<file path="config.mk">
export PLATFORM = sky130hd
export DESIGN_NAME = demux_stream_1x4_flat
export DESIGN_NICKNAME = d
export VERILOG_FILES = /design/src/rtl/demux_stream_1x4_if.sv /design/src/rtl/demux_stream_1x4.sv /design/src/flat_wrapper.sv
export SDC_FILE = /design/constraint.sdc
export NUM_CORES = 1
export LEC_CHECK = 0
export ABC_CLOCK_PERIOD_IN_PS = 4800
export CORE_MARGIN = 4
export CORE_UTILIZATION = 53
export CTS_BUF_LIST = sky130_fd_sc_hd__clkbuf_2
export DETAILED_ROUTE_END_ITERATION = 16
export PLACE_DENSITY = 0.88
export SYNTH_ARGS = -nofsm -noshare
export SYNTH_HDL_FRONTEND = slang
export SYNTH_SLANG_ARGS = --single-unit
</file>
<file path="constraint.sdc">
create_clock -name clk -period 4.8 [get_ports clk]
set_input_delay 0.48 -clock clk [delete_from_list [all_inputs] [get_ports clk]]
set_output_delay 0.48 -clock clk [all_outputs]
set_load 0.01 [all_outputs]
</file>
<file path="src/rtl/demux_stream_1x4_if.sv">
// rtl/demux_stream_1x4_if.sv - handshake bundle for the 1x4 stream demultiplexer
interface demux_stream_1x4_if #(
    parameter int DATA_W = 8
);
    logic                  in_valid;
    logic                  in_ready;
    logic [DATA_W-1:0]     in_data;
    logic [1:0]            in_sel;
    logic                  mode;
    logic [3:0]            out_valid;
    logic [3:0]            out_ready;
    logic [4*DATA_W-1:0]   out_data;

    // Producer/consumer side: drives the input word and the per-channel ready
    modport master (
        output in_valid, in_data, in_sel, mode, out_ready,
        input  in_ready, out_valid, out_data
    );

    // Demultiplexer side
    modport slave (
        input  in_valid, in_data, in_sel, mode, out_ready,
        output in_ready, out_valid, out_data
    );
endinterface

</file>
<file path="src/rtl/demux_stream_1x4.sv">
// rtl/demux_stream_1x4.sv - registered 1-to-4 stream demux with explicit or round-robin channel select
module demux_stream_1x4 #(
    parameter int DATA_W = 8,
    parameter int CNT_W  = 16
) (
    input  logic                 clk,
    input  logic                 rst_n,
    demux_stream_1x4_if.slave    bus,
    output logic [1:0]           rr_ptr,
    output logic [CNT_W-1:0]     xfer_cnt
);

    logic [3:0]          out_valid_q, out_valid_d;
    logic [4*DATA_W-1:0] out_data_q,  out_data_d;
    logic [1:0]          rr_ptr_q,    rr_ptr_d;
    logic [CNT_W-1:0]    xfer_cnt_q,  xfer_cnt_d;

    logic [1:0] tgt;
    logic [3:0] slot_free;
    logic       acc;

    // Target selection and readiness; in_ready never looks at in_valid
    always_comb begin
        tgt          = bus.mode ? rr_ptr_q : bus.in_sel;
        slot_free    = ~out_valid_q | bus.out_ready;
        bus.in_ready = slot_free[tgt];
        acc          = bus.in_valid && bus.in_ready;
    end

    // Next state: drain every consumed slot, then refill the target on accept
    always_comb begin
        out_valid_d = out_valid_q & ~bus.out_ready;
        out_data_d  = out_data_q;
        rr_ptr_d    = rr_ptr_q;
        xfer_cnt_d  = xfer_cnt_q;
        if (acc) begin
            out_valid_d[tgt]                       = 1'b1;
            out_data_d[int'(tgt)*DATA_W +: DATA_W] = bus.in_data;
            xfer_cnt_d                             = xfer_cnt_q + 1'b1;
            if (bus.mode) begin
                rr_ptr_d = rr_ptr_q + 2'd1;
            end
        end
    end

    // State registers; reset discards any held words
    always_ff @(posedge clk) begin
        if (!rst_n) begin
            out_valid_q <= '0;
            out_data_q  <= '0;
            rr_ptr_q    <= '0;
            xfer_cnt_q  <= '0;
        end else begin
            out_valid_q <= out_valid_d;
            out_data_q  <= out_data_d;
            rr_ptr_q    <= rr_ptr_d;
            xfer_cnt_q  <= xfer_cnt_d;
        end
    end

    assign bus.out_valid = out_valid_q;
    assign bus.out_data  = out_data_q;
    assign rr_ptr        = rr_ptr_q;
    assign xfer_cnt      = xfer_cnt_q;

endmodule

</file>
<file path="src/flat_wrapper.sv">
// flat-port wrapper written by rule: the top's interface ports become plain ports
module demux_stream_1x4_flat 
#(
    parameter int DATA_W = 8,
    parameter int CNT_W  = 16
)
  (clk, rst_n, rr_ptr, xfer_cnt, bus_in_valid, bus_in_data, bus_in_sel, bus_mode, bus_out_ready, bus_in_ready, bus_out_valid, bus_out_data);
  demux_stream_1x4_if #(.DATA_W(DATA_W)) bus_i ();
  input  logic clk;
  input  logic rst_n;
  output logic [1:0] rr_ptr;
  output logic [CNT_W-1:0] xfer_cnt;
  input wire logic [$bits(bus_i.in_valid)-1:0] bus_in_valid;
  input wire logic [$bits(bus_i.in_data)-1:0] bus_in_data;
  input wire logic [$bits(bus_i.in_sel)-1:0] bus_in_sel;
  input wire logic [$bits(bus_i.mode)-1:0] bus_mode;
  input wire logic [$bits(bus_i.out_ready)-1:0] bus_out_ready;
  output wire logic [$bits(bus_i.in_ready)-1:0] bus_in_ready;
  output wire logic [$bits(bus_i.out_valid)-1:0] bus_out_valid;
  output wire logic [$bits(bus_i.out_data)-1:0] bus_out_data;
  assign bus_i.in_valid = bus_in_valid;
  assign bus_i.in_data = bus_in_data;
  assign bus_i.in_sel = bus_in_sel;
  assign bus_i.mode = bus_mode;
  assign bus_i.out_ready = bus_out_ready;
  assign bus_in_ready = bus_i.in_ready;
  assign bus_out_valid = bus_i.out_valid;
  assign bus_out_data = bus_i.out_data;
  demux_stream_1x4 #(.DATA_W(DATA_W), .CNT_W(CNT_W)) u_core (.clk(clk), .rst_n(rst_n), .bus(bus_i), .rr_ptr(rr_ptr), .xfer_cnt(xfer_cnt));
endmodule
</file>
==> metrics.txt <==
Initial Util 0.5650; syn nets around 320; Setup-failing EPs final 0; Final TNS setup 0 ns; post-DR wirelength/cell 15.20 um; crit path kind in2out; Synth Flop Type dfxtp_1; CTS max path bufs 2; die area 0.005975 mm2; clk root buf clkbuf_2; Worst EP required roughly 4.3 ns; antenna viol nets, final 0; Final Slew Violations 0; GPL Wtd Cong 0.8312; Post-synth EDFFs 0; number of H-tree levels 2; Comb pwr share 0.155; end of the critical path bus_in_ready; PortBufs just over 70; CTS tree yes; Sink Count 54; Int Power 594.5 uW; CP Capture Type output port; P&R area growth vs syn 30.78%; DRT Pass-1 Iters 4; Leak roughly 1.3 nW; CTS Buf Count 5; fmax 298.8 MHz; worst min path class reg2reg; reg2reg end u_core.xfer_cnt[5]; Worst-path clk slew approximately 0.25 ns; Yosys reg bits 54; FP Rows 24; area post-placement 0.003269 mm2; Final Cycle Share 0.6973; vias per cell 5.655; DRC Markers 0; vias in the first global route about 2100; CTS hold repair buffers 0; reg2reg path depth 6; synthesized area per cell slightly below 9 um2; RR Startpoint u_core.rr_ptr[0]; Syn Inst Count 289; post-DP HPWL 4442 um; Clock Power Share 0.276; outcome completed; switching share of power 0.2702; Post-Syn Area 0.002545 mm2; Slew headroom 0.2871; DRT Wirelength 6170 um; unrepaired setup endpoints after global routing false; Least-Margin Pin Slew approximately 1.1 ns; GRT Residual Overflow 0; Final Critical Period 3.347 ns; die span in y 77.30 um; NetSw 220.1 uW; post-CTS resize count 0; fin cells just over 400; post-synthesis sequential area ratio 0.4248; post-route cell area 0.003328 mm2; Iter 0 DRT Violations 170; WP data arrival 2.87 ns; total number of vias 2296; CP max FO 9; Power Density about 240 mW/mm2; total global-route track usage 0.2119; fill cell count 365; first-pass GRT wire length between 10000 and 15000 um; Post-CTS Setup Bufs 0; DIE WIDTH 77.30 um; internal reg-to-reg setup slack 2.27 ns; maximum VDD drop around 0.00012 V; Worst setup SP type primary input; # diodes 0; CP startpoint bus_mode; largest net degree at the start of global routing 70; Ys Warns 0; sequential power share 0.570; Ports 73; initial antenna violation count 0; Async S/R FF share, synth 0; Worst-Skew Late Latency approximately 0.45 ns; post-layout util 0.7389; Placed Cells between 300 and 400; Hold Vio Cnt, Final 0; Final #Nets 381; share of cells above drive strength 1 0.05085; Core Region approximately 0.0045 mm2; max-cap viol count 0; Setup Skew 0.005005 ns; synth unique cells 33
==> worst max-delay path, stage by stage <==
cell             delay (ns)
clkdlybuf4s50_1        0.57
mux2i_2                0.59
mux2_2                 0.41
o21ai_0                0.23
clkdlybuf4s50_1        0.58
==> cells in the final DEF, fill, tap and decap left out, types with 3 or more instances in the layout <==
cell type        instances
clkdlybuf4s50_1         71
dfxtp_1                 54
nand2_1                 48
nand3_1                 38
mux2i_1                 36
a21oi_1                 19
ha_1                     9
inv_1                    7
o21ai_0                  7
nor2_1                   7
o31ai_1                  7
or4_1                    7
or3_1                    6
clkbuf_2                 5
nor2b_1                  4
nand2_2                  3
nand2b_1                 3
==> how the worst min path moves through the flow <==
stage / start / to / cells after the start
after global placement: u_core.bus.out_data[10] / u_core.bus.out_data[10] / 2
after floorplan: u_core.bus.out_data[0] / u_core.bus.out_data[0] / 2
after CTS: u_core.bus.out_data[8] / u_core.bus.out_data[8] / 2
after detailed placement: u_core.bus.out_data[8] / u_core.bus.out_data[8] / 2
after global routing: u_core.bus.out_data[9] / u_core.bus.out_data[9] / 2
final: u_core.bus.out_data[11] / u_core.bus.out_data[11] / 2
==> per-layer routing <==
metal / global-route usage / vias to the layer above / part of all wire / wire length [um]
met1: 0.2800 / 1086 / 0.43 / 2672
met2: 0.3394 / 63 / 0.49 / 3052
met5: 0 / - / 0 / 0
met3: 0.04567 / 9 / 0.057 / 352
met4: 0.07651 / 0 / 0.015 / 93
li1: - / 1138 / - / -
==> metrics by stage <==
stage               hold WS, ns  setup WS [ns]  total power, mW
detailed placement       0.4529          1.486           0.5967
global route             0.5037          1.401           0.8541
global placement         0.4448          1.529           0.5945
floorplan                0.4823          2.578           0.5487
finish                   0.4766          1.453           0.8147
CTS                      0.4797          1.468           0.8226
==> registers in the layout, indices dropped and copies added (netlist names) <==
signal and flops:
u_core.rr_ptr 2, u_core.xfer_cnt 16, u_core.bus.out_valid 4, u_core.bus.out_data 32
==> power by group through the flow <==
| stage | Combinational (mW) | Sequential (mW) | Clock, mW |
|---|---|---|---|
| after floorplan | 0.0740 | 0.475 | 0 |
| after global placement | 0.123 | 0.472 | 0 |
| after detailed placement | 0.125 | 0.472 | 0 |
| after CTS | 0.126 | 0.464 | 0.233 |
| after global routing | 0.138 | 0.466 | 0.250 |
| final | 0.126 | 0.464 | 0.224 |
==> layout make-up <==
cell class | instances | area (um2) | share of cell area
clock inverter | 2 | 33.78 | 0.01015
timing repair buffer | 72 | 715.7 | 0.2150
clock buffer | 5 | 25.02 | 0.007519
inverter | 8 | 30.03 | 0.009023
tap | 52 | 65.06 | 0.01955
multi-input combinational | 213 | 1378 | 0.4139
sequential | 54 | 1081 | 0.3248
==> synthesized netlist by cell type (2+ instances only) <==
master	instances	area (um2)
mux2i_2	2	27.53
nor2_1	7	26.28
dfxtp_1	54	1081
nand2_2	3	18.77
or4_1	7	52.55
buf_2	3	15.01
o31ai_1	7	52.55
nand2_1	48	180.2
o21ai_0	7	35.03
nand3_1	38	190.2
nand4_1	2	12.51
mux2i_1	36	360.4
nand2b_1	3	18.77
nor2b_1	4	25.02
nor3_1	2	10.01
a21oi_1	19	95.09
ha_1	9	112.6
and2_1	2	12.51
or3_1	6	37.54
clkbuf_1	11	41.29
inv_1	7	26.28
==> cells by family (layout without fill, tap and decap cells) <==
logic type	count (synthesis)	count (layout)	synth area share
xor+xnor	1	1	0.003442
simple gates	127	127	0.2468
compound gates	36	36	0.08407
flops	54	54	0.4248
mux	40	40	0.1627
fa+ha+maj	9	9	0.04425
buf+inv	22	87	0.03392
Power figures use the tool's default switching activity.
